[config.mk]
export PLATFORM = sky130hd
export DESIGN_NAME = absolute_value_arbiter
export DESIGN_NICKNAME = d
export VERILOG_FILES = /design/src/rtl/absolute_value_arbiter.sv
export SDC_FILE = /design/constraint.sdc
export NUM_CORES = 1
export LEC_CHECK = 0
export ABC_CLOCK_PERIOD_IN_PS = 2500
export BUFFER_PORTS_ARGS = -buffer_cell sky130_fd_sc_hd__buf_2
export CAP_MARGIN = 20
export CORE_ASPECT_RATIO = 1.4
export CORE_MARGIN = 10
export CORE_UTILIZATION = 25
export CTS_BUF_LIST = sky130_fd_sc_hd__clkbuf_4 sky130_fd_sc_hd__clkbuf_8
export DETAILED_ROUTE_END_ITERATION = 12
export GPL_TIMING_DRIVEN = 1
export PLACE_DENSITY_LB_ADDON = 0.15
export SYNTH_ARGS = -nofsm -noshare
export SYNTH_HDL_FRONTEND = slang
export SYNTH_SLANG_ARGS = --single-unit
[constraint.sdc]
create_clock -name clock -period 2.5 [get_ports clock]
set_input_delay 0.5 -clock clock [delete_from_list [all_inputs] [get_ports clock]]
set_output_delay 0.5 -clock clock [all_outputs]
set_load 0.005 [all_outputs]
[src/rtl/absolute_value_arbiter.sv]
// absolute_value_arbiter: round-robin sharing of one absolute_value magnitude
// unit between NUM_CH complex-sample requesters. Each accepted sample is
// tagged with its channel, and the tag travels alongside the unit's pipeline
// so the magnitude comes back as a one-cycle pulse naming its source channel.
module absolute_value_arbiter #(
  parameter int DATA_WIDTH = 18,
  parameter int NUM_CH     = 4,
  parameter int CH_W       = $clog2(NUM_CH),
  parameter int LATENCY    = 2
) (
  input  logic                           clock,
  input  logic                           reset,
  input  logic                           enable,
  input  logic [NUM_CH-1:0]              reqValid,
  output logic [NUM_CH-1:0]              reqReady,
  input  logic [NUM_CH*DATA_WIDTH-1:0]   reqRe,
  input  logic [NUM_CH*DATA_WIDTH-1:0]   reqIm,
  output logic                           absEnable,
  output logic signed [DATA_WIDTH-1:0]   absRe,
  output logic signed [DATA_WIDTH-1:0]   absIm,
  input  logic signed [DATA_WIDTH:0]     absOut,
  output logic                           resValid,
  output logic [CH_W-1:0]                resChannel,
  output logic signed [DATA_WIDTH:0]     resData,
  output logic                           busy
);

  typedef enum logic [1:0] {IDLE, RUN, DRAIN} state_t;

  state_t                r_state;
  state_t                w_nextState;
  logic [CH_W-1:0]       r_rrPtr;
  logic [LATENCY:0]      r_tagValid;
  logic [CH_W-1:0]       r_tagCh [LATENCY+1];
  logic                  r_absEnable;

  logic                  w_grantFound;
  logic [CH_W-1:0]       w_grantCh;
  logic                  w_transfer;
  logic                  w_anyTag;
  logic [DATA_WIDTH-1:0] w_selRe;
  logic [DATA_WIDTH-1:0] w_selIm;

  // Round-robin search: first requesting channel at or after the pointer, wrapping.
  always_comb begin
    logic [CH_W-1:0] w_idx;
    w_idx        = '0;
    w_grantFound = 1'b0;
    w_grantCh    = '0;
    for (int i = 0; i < NUM_CH; i++) begin
      w_idx = r_rrPtr + CH_W'(i);
      if (!w_grantFound && reqValid[w_idx]) begin
        w_grantFound = 1'b1;
        w_grantCh    = w_idx;
      end
    end
  end

  assign w_transfer = (r_state == RUN) && enable && w_grantFound;
  assign w_anyTag   = |r_tagValid;
  assign w_selRe    = reqRe[w_grantCh*DATA_WIDTH +: DATA_WIDTH];
  assign w_selIm    = reqIm[w_grantCh*DATA_WIDTH +: DATA_WIDTH];

  // FSM state register.
  always_ff @(posedge clock or negedge reset) begin
    if (!reset) r_state <= IDLE;
    else        r_state <= w_nextState;
  end

  // FSM next state: DRAIN lets accepted samples finish once enable drops.
  always_comb begin
    w_nextState = r_state;
    case (r_state)
      IDLE:    if (enable) w_nextState = RUN;
      RUN:     if (!enable) w_nextState = w_anyTag ? DRAIN : IDLE;
      DRAIN: begin
        if (enable)         w_nextState = RUN;
        else if (!w_anyTag) w_nextState = IDLE;
      end
      default: w_nextState = IDLE;
    endcase
  end

  // FSM outputs: one-hot ready for the granted channel, busy outside IDLE.
  always_comb begin
    reqReady = '0;
    if (w_transfer) reqReady[w_grantCh] = 1'b1;
    busy = (r_state != IDLE);
  end

  // Pointer moves just past the channel that transferred, otherwise holds.
  always_ff @(posedge clock or negedge reset) begin
    if (!reset)          r_rrPtr <= '0;
    else if (w_transfer) r_rrPtr <= w_grantCh + CH_W'(1);
  end

  // Issue register feeding the shared unit; zero on cycles with no transfer.
  always_ff @(posedge clock or negedge reset) begin
    if (!reset) begin
      absRe <= '0;
      absIm <= '0;
    end else if (w_transfer) begin
      absRe <= w_selRe;
      absIm <= w_selIm;
    end else begin
      absRe <= '0;
      absIm <= '0;
    end
  end

  // Tag shift register; the last stage lines up with absOut.
  always_ff @(posedge clock or negedge reset) begin
    if (!reset) begin
      r_tagValid <= '0;
      for (int i = 0; i <= LATENCY; i++) r_tagCh[i] <= '0;
    end else begin
      r_tagValid <= {r_tagValid[LATENCY-1:0], w_transfer};
      r_tagCh[0] <= w_grantCh;
      for (int i = 1; i <= LATENCY; i++) r_tagCh[i] <= r_tagCh[i-1];
    end
  end

  // Result capture: pulse with the aligned magnitude, hold data between pulses.
  always_ff @(posedge clock or negedge reset) begin
    if (!reset) begin
      resValid   <= 1'b0;
      resChannel <= '0;
      resData    <= '0;
    end else if (r_tagValid[LATENCY]) begin
      resValid   <= 1'b1;
      resChannel <= r_tagCh[LATENCY];
      resData    <= absOut;
    end else begin
      resValid   <= 1'b0;
    end
  end

  // Unit enable rises on the first edge after reset and stays high.
  always_ff @(posedge clock or negedge reset) begin
    if (!reset) r_absEnable <= 1'b0;
    else        r_absEnable <= 1'b1;
  end

  assign absEnable = r_absEnable;

endmodule

==> results.json <==
{
  "max_stage_delay_ns": 0.46,
  "synth_edf_count": 0,
  "layout-drive-gt1-share_pct": 58.5,
  "arrival_ns": 1.84,
  "synth_top_area_share_pct": 52.9,
  "critPathRequiredTime_ns": 2.00,
  "final-setup-viol-count": 0,
  "pin_count": 234,
  "cts-resized-gates": 0,
  "syn2layout_area_growth_pct": 45.8,
  "synthCells": 252,
  "fmax_mhz": 427,
  "cts_root_buf": "clkbuf_8",
  "dieArea_um2": 18800,
  "crit_path_end_kind": "output port",
  "maxCapViolations": 0,
  "period_share_pct": 93.6,
  "rows": 50,
  "cts_setup_buffers": 0,
  "critPathKind": "flop to output port",
  "cts.hold.buffers_added": 0,
  "slew_viol_final": 0,
  "status": "completed",
  "viasPerCell": 4.26,
  "tritoncts": "done",
  "crit_chain": "mux2_4 > o221ai_4 > buf_12 > nor2_1 > buf_2",
  "yosysWarnings": 0,
  "cts_buffer_depth": 2,
  "holdWs_ns": 0.0706,
  "multiInputGateArea_um2": 1410,
  "cts_sinks": 72,
  "initial_core_util_pct": 25.4,
  "wire_per_inst_um": 16.7,
  "rsz0062_at_grt": "no",
  "grt_first_pass_wirelength_mm": 17.1,
  "grt_max_degree": 45,
  "cpMaxStageDelayCell": "dfrtp_1",
  "synth.net_count": 422,
  "max-vdd-ir-drop_v": 0.000218,
  "yosys-top-cells-area": "dfrtp_1 53%, mux2i_1 21%, mux2_2 6.9%",
  "clock_latency_ns": 0.35,
  "htree_levels": 3,
  "grt_pass1_vias": 3295,
  "synthTopCellsByCount": "72 x dfrtp_1, 72 x mux2i_1, 35 x o22ai_1",
  "critPathMaxFanout": 24,
  "yosysTopAreaCell": "dfrtp_1",
  "drc": 0,
  "synthArstFlopShare_pct": 100,
  "num_vias": 2877,
  "skew_ns": 0.00830,
  "hp-class": "input port to asynchronous set/reset pin",
  "yosysSeqAreaShare_pct": 52.9,
  "cpLargestDelayFamily": "flip-flops",
  "finalHoldViolations": 0,
  "p_per_area_nw_per_um2": 742,
  "ant_nets": 0,
  "synth_flop_cell": "dfrtp_1",
  "synth.distinct_cells": 34,
  "antenna_found_initial": 1,
  "fin_crit_ns": 2.34,
  "final_nets": 657,
  "drtPass1Iterations": 4,
  "p_leak_nw": 2.73,
  "syn_avg_cell_area_um2": 13.5,
  "portBuffers": 233,
  "crit_buf_inv": 2,
  "final-seq-area_um2": 1800,
  "drt_wl_total_mm": 11.3,
  "dieWidth_um": 119,
  "critPathLaunchType": "flop",
  "netlist_area_um2": 3410,
  "grtUsageTotal_pct": 11.6,
  "final.fill_count": 1422,
  "core_um2": 13400,
  "die_h_um": 158,
  "drt_iter0_drc": 66,
  "gp_congestion": 0.732,
  "grt-ovfl-total": 0,
  "ys_ff_latch": 72,
  "clk_pin_slew_ns": 0.08,
  "dp_hpwl_mm": 9.26,
  "cts_buffers": 9,
  "tns_ns": 0
}
## stage by stage
stage | cell area (um2) | power [W] | setup WS (ns) | utilization (%) | instances
after global routing | 4960 | 0.00394 | 0.0806 | 37.1 | 675
after CTS | 4960 | 0.00378 | 0.118 | 37.1 | 674
after detailed placement | 4740 | 0.00271 | 0.254 | 35.4 | 658
final | 4960 | 0.00368 | 0.159 | 37.1 | 675
after global placement | 4740 | 0.00268 | 0.263 | 35.4 | 658
after floorplan | 3410 | 0.00230 | 0.508 | - | 252
## worst reg2reg max path, delay by kind of cell, from the launching register on
| kind | cells | cell delay [ns] |
|---|---|---|
| mux | 2 | 0.65 |
| flops | 1 | 0.46 |
| compound gates | 2 | 0.36 |
| buf+inv | 2 | 0.46 |
## cell type report
cell class,count,share of cell area (%)
Antenna cell,1,0.0504
Clock buffer,10,2.65
Timing Repair Buffer,241,25.8
Tap cell,182,4.59
Sequential cell,72,36.3
Inverter,5,0.378
Multi-Input combinational cell,158,28.5
Clock inverter,6,1.81
## metal layers
metal / routed length, um / global-route usage [%] / vias up
li1: - / - / 1401
met1: 4290 / 12.3 / 1309
met2: 5580 / 19.1 / 153
met3: 1220 / 5.56 / 14
met4: 182 / 5.25 / 0
met5: 0 / 0 / -
## flip-flops by register name, indices dropped and copies added (netlist names)
signal,flops
resData,19
absEnable,1
resValid,1
r_rrPtr,2
absIm,18
absRe,18
r_tagCh,6
resChannel,2
r_state,2
r_tagValid,3
## power breakdown
part / switching, W / internal (W) / leakage [nW] / total, W
clock: 0.000458 / 0.000579 / 0.111 / 0.00104
sequential: 0.0000817 / 0.00137 / 0.920 / 0.00145
combinational: 0.000560 / 0.000635 / 1.70 / 0.00119
total: 0.00110 / 0.00258 / 2.73 / 0.00368
## cells by family after synthesis
group	Yosys count	share of synthesized area, %
muxes	94	28.5
DFF	72	52.9
AOI/OAI and AO/OA	43	9.04
buffers and inverters	22	5.73
and+or+nand+nor	20	3.67
other	1	0.110
## final timing paths
path / startpoint / end / slack [ns] / depth (start not counted)
setup / recovery: r_rrPtr[1] / reqReady[1] / 0.16 / 5
hold / removal: reset / resData[15] / 0.07 / 1
setup reg to reg: r_rrPtr[1] / absIm[14] / 0.45 / 6
hold reg to reg: r_tagCh[3] / r_tagCh[1] / 0.35 / 0
max in group asynchronous: reset / absIm[16] / 1.86 / 2
min in group clock: enable / r_state[1] / 0.33 / 2
## cell usage in the layout, fill, tap and decap left out, types with 2 or more instances in the layout
cell type	Yosys	final
buf_2	4	232
mux2i_1	72	72
dfrtp_1	72	72
o22ai_1	35	35
mux2_2	21	21
clkbuf_8	0	9
buf_4	3	5
inv_1	4	4
nand2_1	4	4
buf_12	5	4
nor2_1	3	3
nor2b_1	2	2
and2_1	2	2
nor3_1	2	2
inv_6	0	2
bufinv_16	0	2
(Power assumes the default switching activity.)
